===== src/rtl/btn_uart_tx.sv =====
// Turns debounced button pulses into ASCII characters, queues them and sends them as UART frames.
// Define BTN_UART_TX_PARITY_EN to add an even-parity bit before the stop bit (8E1 frame).
module btn_uart_tx #(
    parameter int unsigned BTN_WIDTH    = 5,
    parameter int unsigned CLKS_PER_BIT = 625,
    parameter int unsigned FIFO_AW      = 2,
    parameter logic [7:0]  CHAR_BASE    = 8'h30
) (
    input  logic                 clk,
    input  logic                 rst,
    input  logic [BTN_WIDTH-1:0] btn_pulse,
    output logic                 tx,
    output logic                 tx_busy,
    output logic [FIFO_AW:0]     fifo_count,
    output logic                 fifo_full
);
    localparam int unsigned DEPTH     = 1 << FIFO_AW;
    localparam int unsigned IW        = (BTN_WIDTH > 1) ? $clog2(BTN_WIDTH) : 1;
    localparam logic [15:0] BAUD_LOAD = 16'(CLKS_PER_BIT - 1);

    localparam logic [2:0] S_IDLE   = 3'd0;
    localparam logic [2:0] S_START  = 3'd1;
    localparam logic [2:0] S_DATA   = 3'd2;
    localparam logic [2:0] S_STOP   = 3'd4;
`ifdef BTN_UART_TX_PARITY_EN
    localparam logic [2:0] S_PARITY = 3'd3;
`endif

    logic [BTN_WIDTH-1:0] r_pending;
    logic [BTN_WIDTH-1:0] w_clr;
    logic [IW-1:0]        w_sel;
    logic [7:0]           w_char;
    logic                 w_wr;
    logic                 w_rd;

    logic [7:0]           r_mem [DEPTH];
    logic [FIFO_AW-1:0]   r_wptr;
    logic [FIFO_AW-1:0]   r_rptr;
    logic [FIFO_AW:0]     r_count;
    logic [FIFO_AW:0]     w_count_nxt;
    logic                 r_fifo_full;
    logic                 w_empty;
    logic [7:0]           w_head;

    logic [2:0]           r_state;
    logic [15:0]          r_baud;
    logic [2:0]           r_bit;
    logic [7:0]           r_shift;
    logic                 r_tx;
    logic                 w_tick;
`ifdef BTN_UART_TX_PARITY_EN
    logic                 r_par;
`endif

    // Lowest-index pending button wins; scanning downward leaves the lowest set bit last.
    always_comb begin
        w_sel = '0;
        for (int i = BTN_WIDTH - 1; i >= 0; i--)
            if (r_pending[i]) w_sel = IW'(i);
    end

    assign w_wr   = (|r_pending) && !r_fifo_full;
    assign w_clr  = w_wr ? (BTN_WIDTH'(1) << w_sel) : '0;
    assign w_char = CHAR_BASE + 8'(w_sel);

    // A new pulse is OR-ed in after the clear so a same-cycle press is never lost.
    always_ff @(posedge clk or negedge rst) begin
        if (!rst) r_pending <= '0;
        else      r_pending <= (r_pending & ~w_clr) | btn_pulse;
    end

    assign w_empty     = (r_count == '0);
    assign w_head      = r_mem[r_rptr];
    assign w_count_nxt = r_count + (FIFO_AW+1)'(w_wr) - (FIFO_AW+1)'(w_rd);

    always_ff @(posedge clk) begin
        if (w_wr) r_mem[r_wptr] <= w_char;
    end

    always_ff @(posedge clk or negedge rst) begin
        if (!rst) begin
            r_wptr      <= '0;
            r_rptr      <= '0;
            r_count     <= '0;
            r_fifo_full <= 1'b0;
        end else begin
            if (w_wr) r_wptr <= r_wptr + 1'b1;
            if (w_rd) r_rptr <= r_rptr + 1'b1;
            r_count     <= w_count_nxt;
            r_fifo_full <= (w_count_nxt == (FIFO_AW+1)'(DEPTH));
        end
    end

    assign w_tick = (r_baud == 16'd0);
    // Pop from IDLE, or on the last stop-bit cycle to chain frames with no idle gap.
    assign w_rd   = !w_empty && ((r_state == S_IDLE) || ((r_state == S_STOP) && w_tick));

    always_ff @(posedge clk or negedge rst) begin
        if (!rst) begin
            r_state <= S_IDLE;
            r_baud  <= 16'd0;
            r_bit   <= 3'd0;
            r_shift <= 8'd0;
            r_tx    <= 1'b1;
`ifdef BTN_UART_TX_PARITY_EN
            r_par   <= 1'b0;
`endif
        end else if (r_state == S_IDLE) begin
            if (w_rd) begin
                r_shift <= w_head;
                r_baud  <= BAUD_LOAD;
                r_tx    <= 1'b0;
                r_state <= S_START;
`ifdef BTN_UART_TX_PARITY_EN
                r_par   <= ^w_head;
`endif
            end
        end else if (!w_tick) begin
            r_baud <= r_baud - 16'd1;
        end else begin
            r_baud <= BAUD_LOAD;
            case (r_state)
                S_START: begin
                    r_state <= S_DATA;
                    r_bit   <= 3'd0;
                    r_tx    <= r_shift[0];
                end
                S_DATA: begin
                    if (r_bit == 3'd7) begin
`ifdef BTN_UART_TX_PARITY_EN
                        r_state <= S_PARITY;
                        r_tx    <= r_par;
`else
                        r_state <= S_STOP;
                        r_tx    <= 1'b1;
`endif
                    end else begin
                        r_bit   <= r_bit + 3'd1;
                        r_shift <= {1'b0, r_shift[7:1]};
                        r_tx    <= r_shift[1];
                    end
                end
`ifdef BTN_UART_TX_PARITY_EN
                S_PARITY: begin
                    r_state <= S_STOP;
                    r_tx    <= 1'b1;
                end
`endif
                default: begin
                    if (w_rd) begin
                        r_shift <= w_head;
                        r_tx    <= 1'b0;
                        r_state <= S_START;
`ifdef BTN_UART_TX_PARITY_EN
                        r_par   <= ^w_head;
`endif
                    end else begin
                        r_state <= S_IDLE;
                        r_tx    <= 1'b1;
                        r_baud  <= 16'd0;
                    end
                end
            endcase
        end
    end

    assign tx         = r_tx;
    assign tx_busy    = (r_state != S_IDLE);
    assign fifo_count = r_count;
    assign fifo_full  = r_fifo_full;
endmodule


===== config.mk =====
export PLATFORM = sky130hd
export DESIGN_NAME = btn_uart_tx
export DESIGN_NICKNAME = d
export VERILOG_FILES = /design/src/rtl/btn_uart_tx.sv
export SDC_FILE = /design/constraint.sdc
export NUM_CORES = 1
export LEC_CHECK = 0
export BUFFER_PORTS_ARGS = -buffer_cell sky130_fd_sc_hd__buf_2
export CORE_ASPECT_RATIO = 0.5
export CORE_MARGIN = 2
export CORE_UTILIZATION = 55
export CTS_BUF_LIST = sky130_fd_sc_hd__clkbuf_4
export DETAILED_ROUTE_END_ITERATION = 12
export PLACE_DENSITY = 0.73
export SETUP_SLACK_MARGIN = 0.4
export SLEW_MARGIN = 20
export SYNTH_ARGS = -nofsm -noshare
export SYNTH_HDL_FRONTEND = slang
export SYNTH_SLANG_ARGS = --single-unit

===== constraint.sdc =====
create_clock -name clk -period 3.08 [get_ports clk]
set_clock_uncertainty 0.1 [all_clocks]
set_input_delay 0.154 -clock clk [delete_from_list [all_inputs] [get_ports clk]]
set_output_delay 0.154 -clock clk [all_outputs]
set_load 0.02 [all_outputs]

# Word-level counts from Yosys, hierarchy flattened
# Memories as Yosys holds them, arrays and structs flattened.
# Index checks and enable logic that the tools add are counted.
[totals]
mem_count = 1
ram_bits = 28
latchBits = 0
input_bits = 7
regBits = 44
elab_cells = 83
output_inout_bits = 6
mem_bits_ro = 0
[mem_list]
columns = ["memory", "depth", "word_bits", "read_ports", "rd_clocked_by_memory_dff", "write_ports", "line", "text"]
rows = [
  ["r_mem", 4, 7, 1, 0, 1, "36", "logic [7:0] r_mem [DEPTH];"],
]
[classes]
muxes = 32
shift = 1
div = 0
eq_ne = 10
n_mul = 0
add_sub_neg = 7
n_lt_le_gt_ge = 0
n_reduce_logical = 18
bitwise_logic = 4
[ops]
columns = ["op", "n"]
rows = [
  ["16-bit 2-to-1 mux", 3],
  ["8-bit 2-to-1 mux", 4],
  ["3-bit 2-to-1 mux", 10],
  ["10-bit 2-to-1 mux", 2],
  ["16-bit zero test", 1],
  ["8-bit case mux with 2 select lines", 1],
  ["16-bit by 1-bit subtractor with 16-bit output, second input constant", 1],
  ["3-bit case mux with 2 select lines", 2],
  ["3-bit == test, second input constant", 3],
  ["1-bit 2-to-1 mux", 8],
  ["6-bit by 3-bit adder with 7-bit output, first input constant", 1],
  ["3-bit zero test", 2],
  ["2-bit inequality test, second input constant", 3],
  ["3-bit inequality test, second input constant", 2],
  ["3-bit AND reduction", 2],
  ["5-bit AND", 1],
  ["5-bit 2-to-1 mux", 1],
  ["5-bit NOT", 1],
  ["5-bit OR", 1],
  ["5-bit OR reduction", 1],
  ["1-bit by 3-bit left shift with 5-bit output, first input constant", 1],
  ["2-bit by 1-bit adder with 2-bit output, second input constant", 2],
  ["4-bit AND reduction", 1],
  ["2-bit nonzero test", 2],
  ["other kinds (13)", 16],
]

# Longest topological paths before layout
# Gate-level depths: netlist (run 1).
[logic_depth]
word_depth = 10
ltp_mapped = 13
mapped_depth_nobuf = 12

# Worst setup path after synthesis (run 1)
# Ideal clock, no wire load.
[synth_timing]
kind = "reg-to-reg"
from = "register r_baud[0]"
to = "register r_fifo_full (netlist: fifo_full)"
setup_ns = 0.088
synth_period_minus_slack_ns = 3.296
setup_slack_ns = -0.216
path_buffers = 1
required_time_ns = 2.892
path_stages_with_launch = 14
arrival_time_ns = 3.108
cell_sequence = "dfrtp_1 inv_1 ha_1 or3b_2 or4_1 buf_2 a21oi_4 ha_1 inv_1 ha_1 fa_1 xnor2_1 xnor2_1 nor3b_1"
[synth_via]
elab_chain_cells = 6
[synth_lines]
columns = ["item", "line", "text"]
rows = [
  ["start: declaration", "46", "logic [15:0] r_baud;"],
  ["start signal: assignment", "119", "r_baud <= r_baud - 16'd1;"],
  ["16-bit zero test", "94", "assign w_tick = (r_baud == 16'd0);"],
  ["1-bit logical AND", "96", "assign w_rd = !w_empty && ((r_state == S_IDLE) || ((r_state == S_STOP) && w_tick));"],
  ["1-bit logical OR", "96", ""],
  ["1-bit logical AND", "96", ""],
  ["net w_rd", "34", "logic w_rd;"],
  ["3-bit by 1-bit subtractor with 3-bit output", "74", "assign w_count_nxt = r_count + (FIFO_AW+1)'(w_wr) - (FIFO_AW+1)'(w_rd);"],
  ["net w_count_nxt[2]", "40", "logic [FIFO_AW:0] w_count_nxt;"],
  ["3-bit == test", "90", "r_fifo_full <= (w_count_nxt == (FIFO_AW+1)'(DEPTH));"],
  ["end signal: assignment", "90", ""],
  ["end: declaration", "41", "logic r_fifo_full;"],
]
# The timed path passes the listed nets, and every way through them passes these cells.
# A chain may end at the register's enable or synchronous reset.

# Worst setup path in the final report (run 1)
[layout_timing]
from = "register r_baud[5]"
to = "register r_fifo_full (netlist: fifo_full)"
# Same word-level chain as after synthesis.

==> results of run 1 <==
-- cell usage in the layout (no fill, tap or decap), types with 3 or more instances in the layout --
cell type	Yosys	final
buf_4	0	21
a21oi_1	10	10
ha_1	9	7
xnor2_1	5	4
mux4_2	3	3
o21ai_0	20	18
dfrtp_1	43	43
edfxtp_1	12	12
a31oi_1	4	4
buf_2	1	11
nand2b_1	7	7
o22ai_1	3	3
or4_4	2	3
clkbuf_4	0	6
nor3_1	11	11
a22o_1	4	4
and2_1	5	5
dlygate4sd3_1	0	6
or4_1	4	3
a21o_1	3	3
nor2_1	16	16
nand2_1	16	15
or3_1	8	8
inv_1	14	13
-- final timing paths --
kind / from / endpoint / slack, ns
worst max-delay path: r_baud[5] / fifo_full / 0.02
worst min-delay path: rst / r_baud[3] / 0.18
worst max register to register: r_baud[5] / fifo_full / 0.02
worst min register to register: tx / tx / 0.39
max in group asynchronous: rst / r_state[2] / 2.31
min in group clk: tx / tx / 0.39
-- kinds of logic after synthesis --
family | Yosys count
compound gates | 61
xor+xnor | 6
fa+ha+maj | 10
buf+inv | 21
flops | 56
mux | 4
simple gates | 82
-- timing repair --
item / CTS / global route
gates resized for setup: 0 / 10
pin swaps: 3 / 7
setup buffers: 3 / 3
endpoints found under the hold margin: 48 / 0
hold buffers: 6 / 0
gates cloned: 0 / 0
endpoints found under the setup margin: 3 / 11
-- area by class of cell --
type	instances	area share, %
clock buffer	6	1.431
tap	66	2.623
inverter	14	1.669
clock inverter	2	1.232
timing repair buffer	39	9.022
multi-input combinational	163	37.56
sequential	56	46.46
-- sequential cells by signal (all words and copies together), names as in the netlist --
signal	cells
r_baud	16
r_mem	12
r_shift	8
r_pending	5
fifo_count	3
r_bit	3
r_state	3
r_rptr	2
r_wptr	2
fifo_full	1
tx	1
-- metrics by stage --
| stage | setup WS (ns) | area, µm² | TNS (ns) |
|---|---|---|---|
| after floorplan | -0.05712 | 2700 | -0.05712 |
| after global routing | -0.09442 | 3148 | -0.09442 |
| final | 0.01588 | 3148 | 0 |
| after global placement | 0.1281 | 2922 | 0 |
| after detailed placement | 0.008544 | 2922 | 0 |
| after CTS | 0.03115 | 3088 | 0 |
-- per-layer routing --
layer  GRT usage [%]  up-vias  share of wire, %
li1                -      951                 -
met2           38.89       42                50
met3           4.756        6               4.0
met4           4.667        0              0.76
met1           28.86      963                46
met5               0        -                 0
-- Yosys cell counts (4+ instances only) --
cell type  count  area share (%)
nor2_1        16             2.2
edfxtp_1      12              13
nand2_1       16             2.2
or3_1          8             1.9
nand2b_1       7             1.6
xnor2_1        5             1.6
clkbuf_1       6            0.84
or4_1          4             1.1
nor3_1        11             2.1
dfrtp_1       43              40
and2_1         5             1.2
a31oi_1        4            0.94
ha_1           9             4.2
inv_1         14             2.0
o21ai_0       20             3.7
a22o_1         4             1.3
a21oi_1       10             1.9
-- worst register-to-register path, cell delays in order (launching register included) --
cell and delay (ns):
dfrtp_1 0.41, or4_4 0.55, or4_4 0.59, a21oi_4 0.15, ha_1 0.13, inv_1 0.04, ha_2 0.17, fa_2 0.35
xnor2_2 0.15, xnor2_1 0.19, nor3b_2 0.19
-- power by group --
part	switching (W)	internal, W
clock network	0.000237	0.000184
registers	0.0000585	0.000874
logic	0.000188	0.000177
==> impl_results.md, run 1 <==
- Period utilization: between 90 and 100%
- Post-DR wirelength/cell: 15.51 µm
- H-Tree Depth: 2
- Startpoint Class: flip-flop
- Cell Area, Synth: around 2700 µm²
- Compound-Gate Fraction of Synth Area: about 16%
- Required time of the critical path: about 3.3 ns
- Post-synthesis xor/xnor area fraction: between 1.5 and 2%
- Pin count of the biggest net entering global routing: between 40 and 50
- Hold Fails Final Rpt: 0
- Flops & latches, synth: between 50 and 60
- Drt total wl: about 5400 µm
- Total GRT Usage: 22.17%
- Clock transition at path regs: 0.16 ns
- Mapped Nets: between 200 and 300
- Largest family of logic cells by synthesized area: simple AND/OR/NAND/NOR gates
- Io pins: 13
- Post-synthesis mux area share: 2.952%
- Final setup fails: 0
- First DRT Iteration DRCs: between 50 and 60
- Min Tclk post-route: 3.064 ns
- Layout net count: 296
- Share of cells above drive strength 1: about a quarter
- Status: complete, no violations
- Post-Synth Adder-Cell Area: between 4 and 5%
- CP dominant cell by count: or4_4
- Synth-to-layout area growth: 17.90%
- First-pass GRT wire length: 8976 µm
- Post-synth EDFFs: 12
- Critical-path top delay cell: or4_4
- Initial antenna violation count: 0
- Final weighted congestion of routability-driven global placement: 0.8323
- Routed Antenna Nets: 0
- Post-DP HPWL: approximately 3600 µm
- Worst-skew pair later-pin latency: around 0.38 ns
- Simple-Gate Fraction of Synth Area: 16.82%
- Row cnt: 17
- Reg2reg path depth: 10
- Vias per cell: 5.671
- Drc violations: 0
- Crit. End Element: flip-flop
- Crit path DAT: around 3.3 ns
- Worst Hold Class: in -> async
- Crit-path max FO: 2
- Initial Util: 58.93%
- Max-capacitance violation count: 0
- Relative max-transition margin: 62.84%
- Grt ovf: 0
- Clock Sinks: 56
- Die X: 102.5 µm
- Worst stage delay on the critical path: approximately 0.58 ns
- Die height: 53.27 µm
- Min Hold Slack: about 0.18 ns
- CP Depth: 10
- Async SR Flop Fraction: between 70% and 80%
- Reg area: between 1000 and 1500 µm²
- CTS tree: done
- Final Max Tran Viols: 0
- Core area: ~4500 µm²
- Delay-heaviest family, CP: simple AND/OR/NAND/NOR gates
- Mapped Cells: 240
- WP buf/inv: 1
- CTS Buf Count: 5
- Top_reg_cell synth: dfrtp_1
- Bufs on Longest Clock Path: 2
- Fmax: 326.4 MHz
- Ys Warns: 0
- Critical path class: reg -> reg
- DR pass1 iterations: 4
- Power per Cell Area: ~550 nW/µm²
- Vias: between 1.5k and 2k
- Leak: ~1.4 nW
- Die area: between 5000 and 6000 µm²
- RSZ-0062 raised after global routing: true
- PortBufs: 12
- # fillers: between 300 and 400
- Register area share after synthesis: a little over half
- # diodes: 0
- CTS root buf: clkbuf_4
- Overall Power: roughly 0.0017 W
- Worst slew pin tran: ~0.56 ns
- Fin cells: ~350
- Peak supply drop: ~0.47 mV
- Mapped Avg Cell Area: around 11 µm²
- Vias in the first global route: approximately 1.9k
- Final core occ: a little over two thirds
- Number of library cell types mapped by synthesis: between 40 and 50
- Crit-path cells: or4_4, or4_4, a21oi_4, ha_1, inv_1, ha_2, fa_2, xnor2_2, xnor2_1, nor3b_2
- Area of the multi-input gates: around 1200 µm²
- DP Cell Count: between 300 and 400
(Power assumes the default switching activity.)
==> run 2: changes to the inputs <==
--- a/config.mk
+++ b/config.mk
@@ -5,13 +5,13 @@
 export SDC_FILE = /design/constraint.sdc
 export NUM_CORES = 1
 export LEC_CHECK = 0
-export BUFFER_PORTS_ARGS = -buffer_cell sky130_fd_sc_hd__buf_2
 export CORE_ASPECT_RATIO = 0.5
 export CORE_MARGIN = 2
 export CORE_UTILIZATION = 55
 export CTS_BUF_LIST = sky130_fd_sc_hd__clkbuf_4
 export DETAILED_ROUTE_END_ITERATION = 12
-export PLACE_DENSITY = 0.73
+export DONT_BUFFER_PORTS = 1
+export PLACE_DENSITY = 0.71
 export SETUP_SLACK_MARGIN = 0.4
 export SLEW_MARGIN = 20
 export SYNTH_ARGS = -nofsm -noshare
==> run 2 against run 1 <==
The run now ends with setup timing left. Register-to-register slack worse by 0.04 ns. Clock-buffer cell count unchanged. Critical path depth unchanged. First-iteration DRC count up 40%. Worst setup slack worse by 0.035 ns. Total power down 4.2%. Fmax down 1.1%. Final area down 1.5%. Final cell count down 2.9%. Highest routed layer unchanged.
==> impl_results.md, run 2 (synthesis results as in run 1) <==
- Crit. End Element: flip-flop
- DR pass1 iterations: 4
- Worst Hold Class: in -> async
- Setup crit start: r_baud[4]
- Layout net count: ~290
- Final Max Tran Viols: 0
- Max-capacitance violation count: 0
- H-Tree Depth: 2
- Grt ovf: 0
- Clock transition at path regs: roughly 0.16 ns
- Overall Power: approximately 0.0016 W
- Initial antenna violation count: 0
- Row cnt: 17
- First-pass GRT wire length: roughly 8500 µm
- Drc violations: 0
- Status: finished, violations left
- Biggest regs: r_baud (16), r_mem (12), r_shift (8)
- Routed Antenna Nets: 0
- Worst r2r dst: fifo_full
- First DRT Iteration DRCs: 80
- Most frequent cells in the layout: dfrtp_1, buf_4, o21ai_0
- CTS tree: done
- Total GRT Usage: roughly a fifth
- RSZ-0062 raised after global routing: true
- Clk network pwr share: 20.1%
- Core area: about 4500 µm²
- Drt total wl: around 5000 µm
- Vias per cell: approximately 5.6
- Crit-path max FO: 2
- PortBufs: 0
- Switching Share: between 20% and 30%
- Crit path DAT: ~3.3 ns
- Critical path class: reg -> reg
- Critical Path Sink: fifo_full
- Bufs on Longest Clock Path: 2
- Final setup fails: 1
- Die area: about 5500 µm²
- Die height: between 50 and 60 µm
- CTS Buf Count: 5
- Max FFs per register: 16
- Share of cells above drive strength 1: roughly a fifth
- Die X: slightly above 100 µm
- Min Hold Slack: around 0.14 ns
- Fin cells: 336
- Worst-skew pair later-pin latency: approximately 0.39 ns
- FF-to-FF setup slack: -0.02 ns
- CTS root buf: clkbuf_4
- Post-DP HPWL: about 3400 µm
- # fillers: about 340
- Final weighted congestion of routability-driven global placement: a little over 0.8
- Relative max-transition margin: 70.32%
- Clock Sinks: 56
- Initial Util: between 50% and 60%
- Sequential share of power: between 50% and 60%
- Leak: 1.323 nW
- Vias: 1884
- Pin count of the biggest net entering global routing: 45
- Hold Fails Final Rpt: 0
- Largest Register: r_baud
- Reg2reg path depth: 10
- Startpoint Class: flip-flop
- Most common cell after layout, fill and taps aside: dfrtp_1
- Comb power frac: 21.1%
- Setup ws final: -0.01962 ns
- Min Tclk post-route: around 3.1 ns
- Reg2reg start: r_baud[4]
- Synth-to-layout area growth: 16.12%
- Violations in the final reports: setup timing
- Period utilization: 100.6%
- Vias in the first global route: about 1.8k
- Post-DR wirelength/cell: between 10 and 15 µm
- Required time of the critical path: about 3.3 ns
- Worst slew pin tran: 0.4447 ns
- Io pins: 13
- Peak supply drop: roughly 0.45 mV
- # diodes: 0
- Fmax: 322.6 MHz
- DP Cell Count: about 320
- Switching pwr: ~0.00048 W
- Power Internal: ~0.0012 W
- Power per Cell Area: about 530 nW/µm²
==> run 2: cell count changes in the layout (fill, tap and decap cells not counted), sizes merged <==
cell      before  now
clkinvlp       0    1
clkinv         0    1
buf           33   23
bufinv         1    0
inv           15   14
==> run 2: layout make-up <==
cell class,count,area [µm²],area share (%)
Inverter,14,52.55,1.695
Clock inverter,2,16.27,0.5246
Sequential cell,56,1463,47.18
Clock buffer,6,45.04,1.453
Multi-Input combinational cell,163,1189,38.34
Tap cell,66,82.58,2.663
Timing Repair Buffer,29,252.7,8.152
==> run 2: worst min-delay path by stage <==
| stage | from | end | slack, ns | cells past startpoint |
|---|---|---|---|---|
| 2_1_floorplan | rst | fifo_count[0] | -0.24 | 0 |
| 3_3_place_gp | rst | r_baud[3] | -0.24 | 0 |
| 3_5_place_dp | rst | r_baud[3] | -0.24 | 0 |
| 4_1_cts | rst | r_baud[2] | 0.13 | 2 |
| 5_1_grt | rst | r_baud[13] | 0.15 | 2 |
| 6_report | rst | r_baud[0] | 0.14 | 2 |
==> run 2: through the flow <==
step	instance area [µm²]	setup TNS [ns]	setup slack [ns]	utilization, %
2_1_floorplan	2700	-0.05712	-0.05712	-
3_3_place_gp	2877	0	0.1232	63.49
3_5_place_dp	2877	0	0.03076	63.49
4_1_cts	3048	0	0.02614	67.27
5_1_grt	3100	-0.1577	-0.1311	68.43
6_report	3100	-0.01962	-0.01962	68.43
==> run 2: what timing repair did <==
| item | in CTS | in global routing |
|---|---|---|
| hold buffers | 7 | 0 |
| setup endpoints to repair | 3 | 10 |
| gates resized for setup | 0 | 9 |
| hold endpoints to repair | 49 | 0 |
| pin swaps | 1 | 7 |
| setup buffers | 3 | 2 |
| gates cloned | 0 | 0 |
==> run 2: metal layers <==
layer / GRT usage (%) / wire [µm] / vias to the layer above
met1: 27.63 / 2369 / 905
met5: 0 / 0 / -
li1: - / - / 933
met4: 7.111 / 70 / 0
met3: 5.548 / 208 / 10
met2: 35.19 / 2357 / 36
==> run 2: power groups by stage <==
stage / combinational, W / sequential, W / clock [W]
after CTS: 0.000305 / 0.000963 / 0.000343
final: 0.000348 / 0.000966 / 0.000331
after global placement: 0.000274 / 0.000974 / 0
after global routing: 0.000399 / 0.000979 / 0.000369
after floorplan: 0.000230 / 0.000960 / 0
after detailed placement: 0.000283 / 0.000978 / 0
==> run 2: worst max-delay path, cell delays in order, from the launching register on <==
cell	delay [ns]
dfrtp_1	0.43
or4_4	0.54
or4_4	0.58
a21oi_4	0.18
ha_4	0.14
inv_2	0.04
ha_4	0.14
fa_2	0.35
xnor2_2	0.15
xnor2_1	0.19
nor3b_2	0.19
==> run 3: changes to the inputs <==
--- a/config.mk
+++ b/config.mk
@@ -11,7 +11,7 @@
 export CTS_BUF_LIST = sky130_fd_sc_hd__clkbuf_4
 export DETAILED_ROUTE_END_ITERATION = 12
 export DONT_BUFFER_PORTS = 1
-export PLACE_DENSITY = 0.71
+export PLACE_DENSITY = 0.7
 export SETUP_SLACK_MARGIN = 0.4
 export SLEW_MARGIN = 20
 export SYNTH_ARGS = -nofsm -noshare
==> run 3 against run 2 <==
The run now ends clean. Die area is the same. Clock-buffer cell count is 1 lower. Critical path depth unchanged. Final cell count is the same. Non-clock buffer count stayed put. Worst setup slack gained 0.046 ns. First-iteration DRC count decreased by 5.0%. Register-to-register slack gained 0.05 ns. Core utilization decreased by 0.30 points. Sequential power about the same. Sequential cell count is the same. Largest cell class unchanged. Highest routed layer unchanged.
==> impl_results.md, run 3 (synthesis results as in run 1) <==
- Relative max-transition margin: just under 70%
- Period utilization: 99.14%
- Die height: between 50 and 60 µm
- Worst slew pin tran: around 0.46 ns
- Most common cell after layout, fill and taps aside: dfrtp_1
- Pin count of the biggest net entering global routing: 45
- Most frequent cells in the layout: dfrtp_1, buf_4, o21ai_0
- Vias per cell: about 5.8
- Io pins: 13
- Share of cells above drive strength 1: 20.00%
- First-pass GRT wire length: 8907 µm
- Grt ovf: 0
- Drt total wl: approximately 5300 µm
- Layout net count: 286
- # fillers: 343
- Crit-path max FO: 2
- Post-DP HPWL: 3527 µm
- Biggest regs: r_baud (16), r_mem (12), r_shift (8)
- Core area: between 4000 and 5000 µm²
- Crit path DAT: 3.28 ns
- Vias: 1956
- Final setup fails: 0
- CTS Buf Count: 5
- Initial antenna violation count: 0
- Worst-skew pair later-pin latency: about 0.38 ns
- Max FFs per register: 16
- Critical-path top delay cell: or4_4
- Setup TNS: 0 ns
- Met3 wire length: roughly 170 µm
- Min Tclk post-route: between 3 and 4 ns
- PortBufs: 0
- Vias in the first global route: around 2.0k
- Clock Sinks: 56
- Crit-path cells: or4_4, or4_4, a21oi_4, ha_1, inv_2, ha_4, fa_2, xnor2_2, xnor2_1, nor3b_2
- Startpoint Class: flip-flop
- Top layer in use: met4
- Hold Fails Final Rpt: 0
- Total GRT Usage: 22.47%
- First DRT Iteration DRCs: 76
- CTS root buf: clkbuf_4
- Power per Cell Area: between 500 and 600 nW/µm²
- Row cnt: 17
- Met2 wire length: around 2600 µm
- Peak supply drop: approximately 0.4 mV
- Leak: about 1.3 nW
- Reg2reg path depth: 10
- RSZ-0062 raised after global routing: true
- Wl on met1: between 2000 and 2500 µm
- Clock transition at path regs: around 0.16 ns
- Max-capacitance violation count: 0
- DR pass1 iterations: 4
- Final Max Tran Viols: 0
- Fmax: roughly 330 MHz
- Crit. End Element: flip-flop
- Die X: 102.5 µm
- CP dominant cell by count: or4_4
- Worst Hold Class: in -> async
- Overall Power: 0.001635 W
- Initial Util: between 50% and 60%
- Bufs on Longest Clock Path: 2
- Final weighted congestion of routability-driven global placement: around 0.85
- Routed Antenna Nets: 0
- Drc violations: 0
- CTS tree: done
- Required time of the critical path: approximately 3.3 ns
- Synth-to-layout area growth: 15.60%
- Status: complete, no violations
- Worst stage delay on the critical path: between 0.5 and 0.6 ns
- # diodes: 0
- Die area: around 5500 µm²
- Post-DR wirelength/cell: ~16 µm
- H-Tree Depth: 2
- Largest Register: r_baud
- Critical path class: reg -> reg
[run 3: changes by cell type in the layout (fill, tap and decap cells not counted), sizes merged]
cell / previous run / this run
clkbuf: 6 / 5
inv: 14 / 15
[run 3: path summary, 6_finish.rpt]
kind | start | end | slack [ns]
max in group asynchronous | rst | tx | 2.44
setup reg to reg | r_baud[7] | fifo_full | 0.03
hold / removal | rst | r_baud[15] | 0.19
hold reg to reg | r_baud[15] | r_baud[15] | 0.41
min in group clk | btn_pulse[3] | r_pending[3] | 0.29
setup / recovery | r_baud[7] | fifo_full | 0.03
[run 3: worst max-delay path: cells and delay by family, from the launching register on]
family,cells,cell delay [ns]
AND/OR/NAND/NOR,3,1.31
XOR/XNOR,2,0.35
AO/OA/AOI/OAI,1,0.14
flip-flops,1,0.42
buffers and inverters,1,0.04
adder cells (fa/ha/maj),3,0.64
[run 3: report_power, final]
group,switching [W],internal [W]
registers,0.0000952,0.000874
logic,0.000151,0.000185
clock network,0.000239,0.0000911
[run 3: metrics by stage]
step                      area, µm²  utilization [%]  instances  hold WS, ns  setup slack [ns]
after CTS                      3057            67.47        335       0.1621           0.03740
after global placement         2861            63.16        314      -0.2404            0.1230
after detailed placement       2861            63.16        314      -0.2404           0.04296
after floorplan                2700                -        240      -0.2416          -0.05712
after global routing           3087            68.13        336       0.1725          -0.06312
final                          3087            68.13        336       0.1897           0.02639
[run 3: what timing repair did]
item,4_1_cts,5_1_grt
hold buffers,7,0
hold endpoints to repair,49,0
buffers inserted,6,1
gates resized for setup,1,4
setup endpoints to repair,3,10
pin swaps,3,4
cloned,0,0
[run 3: area by class of cell]
type	instances	area, µm²	area share (%)
multi-input combinational	163	1177	38.14
sequential	56	1463	47.39
tap	66	82.58	2.675
inverter	14	52.55	1.702
clock buffer	5	37.54	1.216
timing repair buffer	29	252.7	8.188
clock inverter	3	21.27	0.6891
[run 3: metal layers]
layer	vias to the layer above	track usage, %
met2	36	39.32
met5	-	0
met4	0	8.889
met3	8	5.152
met1	983	27.49
li1	929	-
